**src/rtl/seq_accumulator_pkg.sv**
```systemverilog
// Shared definitions for the sequential accumulator and its companion adder.
package seq_accumulator_pkg;

    localparam int DATA_W_DEF = 16;
    localparam int CNT_W_DEF  = 8;

    localparam logic MODE_ADD = 1'b0;
    localparam logic MODE_SUB = 1'b1;

    typedef enum logic [1:0] {
        S_IDLE = 2'd0,
        S_ACC  = 2'd1,
        S_DONE = 2'd2
    } state_e;

endpackage

```
**src/rtl/seq_accumulator.sv**
```systemverilog
// Multi-cycle accumulator driving an external adder: init +/- sum of operands.
module seq_accumulator
    import seq_accumulator_pkg::*;
#(
    parameter int DATA_W = DATA_W_DEF,
    parameter int CNT_W  = CNT_W_DEF
) (
    input  logic              clk,
    input  logic              rst_n,
    input  logic              start,
    input  logic              sub,
    input  logic [DATA_W-1:0] init,
    input  logic [CNT_W-1:0]  count,
    input  logic              in_valid,
    output logic              in_ready,
    input  logic [DATA_W-1:0] in_data,
    output logic [DATA_W-1:0] add_a,
    output logic [DATA_W-1:0] add_b,
    output logic              add_cin,
    input  logic [DATA_W-1:0] add_sum,
    input  logic              add_cout,
    output logic              out_valid,
    input  logic              out_ready,
    output logic [DATA_W-1:0] out_sum,
    output logic              out_ovf,
    output logic              busy
);

    state_e            state_q, state_d;
    logic [DATA_W-1:0] acc_q, acc_d;
    logic              ovf_q, ovf_d;
    logic [CNT_W-1:0]  rem_q, rem_d;
    logic              mode_q, mode_d;

    // Subtraction is acc + ~op + 1, so a missing carry-out means a borrow.
    logic              beat_ovf;
    assign beat_ovf = (mode_q == MODE_SUB) ? ~add_cout : add_cout;

    // State and datapath registers; reset discards any partial accumulation.
    always_ff @(posedge clk) begin
        if (!rst_n) begin
            state_q <= S_IDLE;
            acc_q   <= '0;
            ovf_q   <= 1'b0;
            rem_q   <= '0;
            mode_q  <= MODE_ADD;
        end else begin
            state_q <= state_d;
            acc_q   <= acc_d;
            ovf_q   <= ovf_d;
            rem_q   <= rem_d;
            mode_q  <= mode_d;
        end
    end

    // Next-state logic: latch job at start, fold in one operand per accepted beat.
    always_comb begin
        state_d = state_q;
        acc_d   = acc_q;
        ovf_d   = ovf_q;
        rem_d   = rem_q;
        mode_d  = mode_q;
        case (state_q)
            S_IDLE: begin
                if (start) begin
                    acc_d   = init;
                    ovf_d   = 1'b0;
                    rem_d   = count;
                    mode_d  = sub;
                    state_d = (count == '0) ? S_DONE : S_ACC;
                end
            end
            S_ACC: begin
                if (in_valid) begin
                    acc_d = add_sum;
                    ovf_d = ovf_q | beat_ovf;
                    rem_d = rem_q - CNT_W'(1);
                    if (rem_q == CNT_W'(1)) begin
                        state_d = S_DONE;
                    end
                end
            end
            S_DONE: begin
                if (out_ready) begin
                    state_d = S_IDLE;
                end
            end
            default: state_d = S_IDLE;
        endcase
    end

    // Adder operands: accumulator plus operand or its one's complement with carry-in.
    assign add_a   = acc_q;
    assign add_b   = (mode_q == MODE_SUB) ? ~in_data : in_data;
    assign add_cin = mode_q;

    // Handshake flags decode the state only, so in_ready never depends on in_valid.
    assign in_ready  = (state_q == S_ACC);
    assign out_valid = (state_q == S_DONE);
    assign busy      = (state_q != S_IDLE);
    assign out_sum   = acc_q;
    assign out_ovf   = ovf_q;

endmodule

```
**config.mk**
```make
export PLATFORM = sky130hd
export DESIGN_NAME = seq_accumulator
export DESIGN_NICKNAME = d
export VERILOG_FILES = /design/src/rtl/seq_accumulator_pkg.sv /design/src/rtl/seq_accumulator.sv
export SDC_FILE = /design/constraint.sdc
export NUM_CORES = 1
export LEC_CHECK = 0
export CAP_MARGIN = 20
export CORE_MARGIN = 2
export CORE_UTILIZATION = 33
export DETAILED_ROUTE_END_ITERATION = 8
export HOLD_SLACK_MARGIN = 0.03
export PLACE_DENSITY_LB_ADDON = 0.12
export SETUP_SLACK_MARGIN = 0.5
export SLEW_MARGIN = 0
export SYNTH_ARGS = -nofsm -noshare
export SYNTH_HDL_FRONTEND = slang
export SYNTH_SLANG_ARGS = --single-unit
```
**constraint.sdc**
```tcl
create_clock -name clk -period 1.45 [get_ports clk]
set_input_delay 0.29 -clock clk [delete_from_list [all_inputs] [get_ports clk]]
set_output_delay 0.29 -clock clk [all_outputs]
set_load 0.02 [all_outputs]
```
* After elaboration in Yosys (flattened, before gate mapping)
Cells that the tools add are included.
** Word-level totals
- Latch bits :: 0
- Bits of input ports :: 63
- Memory bits (writable) :: 0
- Memories kept :: 0
- Logic and storage cells :: 40
- Output and inout port bits :: 53
- Bits in read-only memories :: 0
- Bits in registers :: 28
** Cells by class
- Multiply operators :: 0
- Add/sub/neg operators :: 1
- Shifts and indexed selects :: 0
- Reduce and logical (&&, ||, !) cells :: 7
- Bitwise operators :: 3
- Mux-type cells :: 17
- Equal/unequal tests :: 7
- Divide/modulo/power cells :: 0
- $lt $le $gt $ge :: 0
** Operator list (count)
- $mux 16 :: 3
- $pmux 16 s2 :: 1
- $mux 8 :: 2
- $not 16->16 :: 1
- $pmux 8 s2 :: 1
- $mux 2 :: 5
- $eq 8x1->1 const B :: 1
- $logic_not 8->1 :: 1
- $sub 8x1->8 const B :: 1
- $pmux 2 s3 :: 1
- $ne 2x1->1 const B :: 2
- $ne 2x2->1 const B :: 2
- $reduce_and 4->1 :: 1
- $reduce_bool 2->1 :: 2
- $mux 1 :: 3
- $reduce_and 3->1 :: 1
- $eq 2x1->1 const B :: 1
- $eq 2x2->1 const B :: 1
- $logic_not 2->1 :: 1
- $pmux 1 s2 :: 1
- $reduce_and 2->1 :: 1
- $not 1->1 :: 1
- $or 1x1->1 :: 1

* Longest topological paths before layout
- Depth after elaboration :: 5
- Gate-level depth with buffers :: 7
- Mapped depth without buffers :: 6

* Worst setup path before layout
No wires, ideal clock.
- Kind :: reg-to-output
- Start :: reg mode_q, in the netlist add_cin
- End :: out add_b[10]
- Slack :: -0.182 ns
- Buffers on the path :: 2
- Data arrival time :: 1.342 ns
- Cell stages (with the launch flop) :: 4
- Path through :: dfxtp_1 buf_2 buf_2 xor2_1
** On the way
- Cells in the longest elaborated chain, start to end :: 1
** Ends and longest elaborated chain
- start, declared :: RTL line seq_accumulator.sv:33 : logic mode_q, mode_d;
- start signal, assigned :: RTL line seq_accumulator.sv:52 : mode_q <= mode_d;
- $mux 16 :: RTL line seq_accumulator.sv:94 : assign add_b = (mode_q == MODE_SUB) ? ~in_data : in_data;
- end, declared :: RTL line seq_accumulator.sv:18 : output logic [DATA_W-1:0] add_b,
Every way passes these cells.

* Worst setup path after layout
- Start :: reg state_q[0]
- End :: reg rem_q[2]
** On the way
- Cells in the longest elaborated chain, start to end :: 3
- Elaborated cells on any way between the ends :: 7
- Those cells by class :: 3 x eq/ne; 1 x mux; 3 x reduce/logical
** Ends and longest elaborated chain
- start, declared :: RTL line seq_accumulator.sv:29 : state_e state_q, state_d;
- start signal, assigned :: RTL line seq_accumulator.sv:48 : state_q <= state_d;
- $eq 2x1->1 or $logic_not 2->1 (tied branches) :: RTL line seq_accumulator.sv:63 : case (state_q)
- $ne 2x2->1 (no source line) or $reduce_bool 2->1 (tied branches)
- $reduce_and 3->1 (no source line)
- end signal, assigned :: RTL line seq_accumulator.sv:51 : rem_q <= rem_d;
- end, declared :: RTL line seq_accumulator.sv:32 : logic [CNT_W-1:0] rem_q, rem_d;
Several ways; a longest one is shown, not always the timed one.
A chain may end at the register's enable or synchronous reset.

==> impl_results.md <==
* Status: finished, violations left
* Violated checks: negative setup slack
* Clock buffer count from CTS at 3
* Asr flop ratio synth at 0
* GRT Total Usage at 0.229
* P&R area growth vs syn at 141%
* Worst hold stages at 2
* Seq pwr share at 0.224
* H-tree depth at 1
* Via/cell ratio at 4.95
* Clk pin slew, worst setup/hold paths at 0.11 ns
* Worst min-delay path class: reg -> reg
* Comb power frac at 0.661
* Final Hold Fails at 0
* Post-synth EDFFs at 0
* Antenna violations before repair at 0
* Synth Area in Compound Gates at 0.232
* Synthesized area per cell at 8.10 um2
* Grt met2 use at 0.433
* I/O Buffers at 115
* Final period utilization at 1.10
* Final critical-path setup slack at -0.144 ns
* Xor/xnor cell area share of the yosys netlist at 0.0828
* CTS Buffer Depth at 2
* Cell count after synthesis at 222
* Critical path startpoint category: flip-flop
* Type of destination of the critical path: flip-flop
* DR iter-0 viols at 63
* FF-to-FF End: rem_q[2]
* Worst Hold Launch: rem_q[7]
* RSZ-0062 raised after global routing: true
* Lkg Pwr at 1.80 nW
* Multiplexer area fraction after synthesis at 0.0181
* Diode count at 0
* DPL Wire Length at 4310 um
* Clock root buffer: clkbuf_8
* Post-Syn Area at 1800 um2
* CTS tree: built
* Rows at 26
* First-pass GRT wire length at 11200 um
* Post-DP Area at 3520 um2
* Min Clock Period, post-route at 1.59 ns
* Clock Latency Late Sink at 0.28 ns
* Syn Nets at 287
* Crit Path Class: reg -> reg
* Vias in the first global route at 2241
* Clk pwr share at 0.114
* Initial core utilization at 0.348
* Largest family of logic cells by synthesized area: compound AO/OA/AOI/OAI gates
* Per-cell routed wire length at 16.4 um
* Post-Layout Inst Area at 4330 um2
* Worst hold slack at 0.501 ns
* Most frequent cells in the layout: buf_6 (64), clkdlybuf4s50_1 (57), buf_4 (45)
* P_int at 0.00310 W
* Critical Path RT at 1.63 ns
* Pin count of the biggest net entering global routing at 21
* Layout cells sized above 1 at 0.585
* #FFs+latches synth at 28
* Worst r2r src: state_q[0]
* Slowest stage cell, crit path: dfxtp_2
* FMAX at 627 MHz
* Met1 layer usage reported by global route at 0.268
* Register area share after synthesis at 0.312
* Critical Path AT at 1.78 ns
* Synthesis Warnings at 0
* First-pass iteration count of the detailed router at 4
* Final RePlAce weighted congestion at 0.831
* Fin. max-slew vios at 0
* Pwr dens at 1170 nW/um2
* P_sw at 0.00198 W
* Die Span X at 77.8 um
* Tightest Pin Transition at 0.418 ns
* Worst Setup Slack post-DPL at -0.477 ns
* Max-cap violations at 0
* Die area at 6060 um2
* Most Crowded Layer GR: met2
* R2R cell count at 8
* FF-to-FF setup slack at -0.14 ns
* Net Sw Frac at 0.389
* DR DRC count at 0
* Simple-gate portion of the synthesized area at 0.211
* GR Util met3 at 0.0395
* Setup TNS at -3.11 ns
* Global route overflow at 0
* TritonCTS sink count at 28
* Detail Route Antenna Nets at 0
* Adder-Cell Fraction of Synth Area at 0.0139
* Setup violators final at 39
* Skew final at 0.00272 ns
* Post-CTS Hold Buffers at 0
* Die Span Y at 77.8 um
* Post-synth cell types at 39
* # IOs at 116
* Worst path cell trace: buf_6 > mux2i_4 > nor2_4 > buf_12 > buf_12 > buf_6 > o21a_1 > o221a_1
* Worst slew margin at 0.719
* Layout net count at 449
* CP max FO at 7
* Via count at 2243
* Synth Flop Type: dfxtp_1
* WHS Endpoint: rem_q[7]
* Maximum vdd drop at 0.779 mV
* WL final at 7440 um
* Most common cell after layout, fill and taps aside: buf_6
* Core Area at 5170 um2
* Max incr delay on CP at 0.35 ns
worst max-delay path: cells and delay by family (launching register included):
kind / cells / cell delay, ns
DFF: 1 / 0.35
buffers and inverters: 4 / 0.48
muxes: 1 / 0.26
and+or+nand+nor: 1 / 0.07
AOI/OAI and AO/OA: 2 / 0.33
through the flow:
step	instances	util	total power (W)
after floorplan	222	-	0.00264
after global placement	408	0.680	0.00351
after detailed placement	408	0.680	0.00355
after CTS	444	0.799	0.00478
after global routing	453	0.838	0.00533
final	453	0.838	0.00508
how the worst max path moves through the flow:
| stage | startpoint | to | slack [ns] | depth (start not counted) |
|---|---|---|---|---|
| floorplan | rem_q[1] | rem_q[6] | -0.03 | 6 |
| global placement | in_data[11] | add_b[11] | -0.44 | 3 |
| detailed placement | in_data[13] | add_b[13] | -0.48 | 3 |
| CTS | add_cin | add_b[13] | -0.10 | 4 |
| global route | state_q[0] | add_a[12] | -0.16 | 8 |
| finish | state_q[0] | rem_q[2] | -0.14 | 8 |
what timing repair did:
action,CTS,global route
endpoints found under the setup margin,81,81
cloned,4,0
endpoints found under the hold margin,0,0
setup buffers,28,9
gates resized for setup,362,33
pin swaps,20,15
cells by family after synthesis:
group	count (synthesis)
multiplexers	2
AO/OA/AOI/OAI	47
flip-flops	28
buffers and inverters	40
XOR/XNOR	17
AND/OR/NAND/NOR	86
adder cells (fa/ha/maj)	2
area by class of cell:
| type | count | area (um2) |
|---|---|---|
| timing repair buffer | 190 | 2060 |
| multi-input combinational | 154 | 1490 |
| fill | 284 | 840 |
| sequential | 28 | 593 |
| tap | 70 | 87.6 |
| clock buffer | 4 | 66.3 |
| inverter | 7 | 31.3 |
synth_stat cells (3+ instances only):
| library cell | number | area (um2) |
|---|---|---|
| a211oi_2 | 3 | 37.5 |
| nor4_1 | 3 | 18.8 |
| dfxtp_1 | 28 | 561 |
| inv_1 | 7 | 26.3 |
| buf_4 | 20 | 150 |
| nand2_1 | 44 | 165 |
| buf_2 | 9 | 45.0 |
| a21oi_1 | 8 | 40.0 |
| nand3_1 | 4 | 20.0 |
| xor2_1 | 17 | 149 |
| a311oi_2 | 7 | 105 |
| o21ai_0 | 5 | 25.0 |
| a311oi_1 | 9 | 78.8 |
| nor3_1 | 3 | 15.0 |
| clkbuf_1 | 4 | 15.0 |
| nor2_1 | 23 | 86.3 |
layer usage:
metal | wire, um | share of wire
met4 | 81 | 0.011
met3 | 341 | 0.046
met2 | 4040 | 0.54
met1 | 2980 | 0.40
met5 | 0 | 0
state kept, by name, indices dropped and copies added, names as in the netlist:
name / flops
rem_q: 8
add_a: 16
state_q: 2
out_ovf: 1
add_cin: 1
power by group through the flow:
stage | Sequential (W) | Combinational (W) | Clock, W
after global routing | 0.00116 | 0.00354 | 0.000631
after global placement | 0.00107 | 0.00244 | 0
after CTS | 0.00111 | 0.00307 | 0.000595
after detailed placement | 0.00108 | 0.00247 | 0
final | 0.00114 | 0.00336 | 0.000581
after floorplan | 0.00118 | 0.00147 | 0
Power figures use the tool's default switching activity.
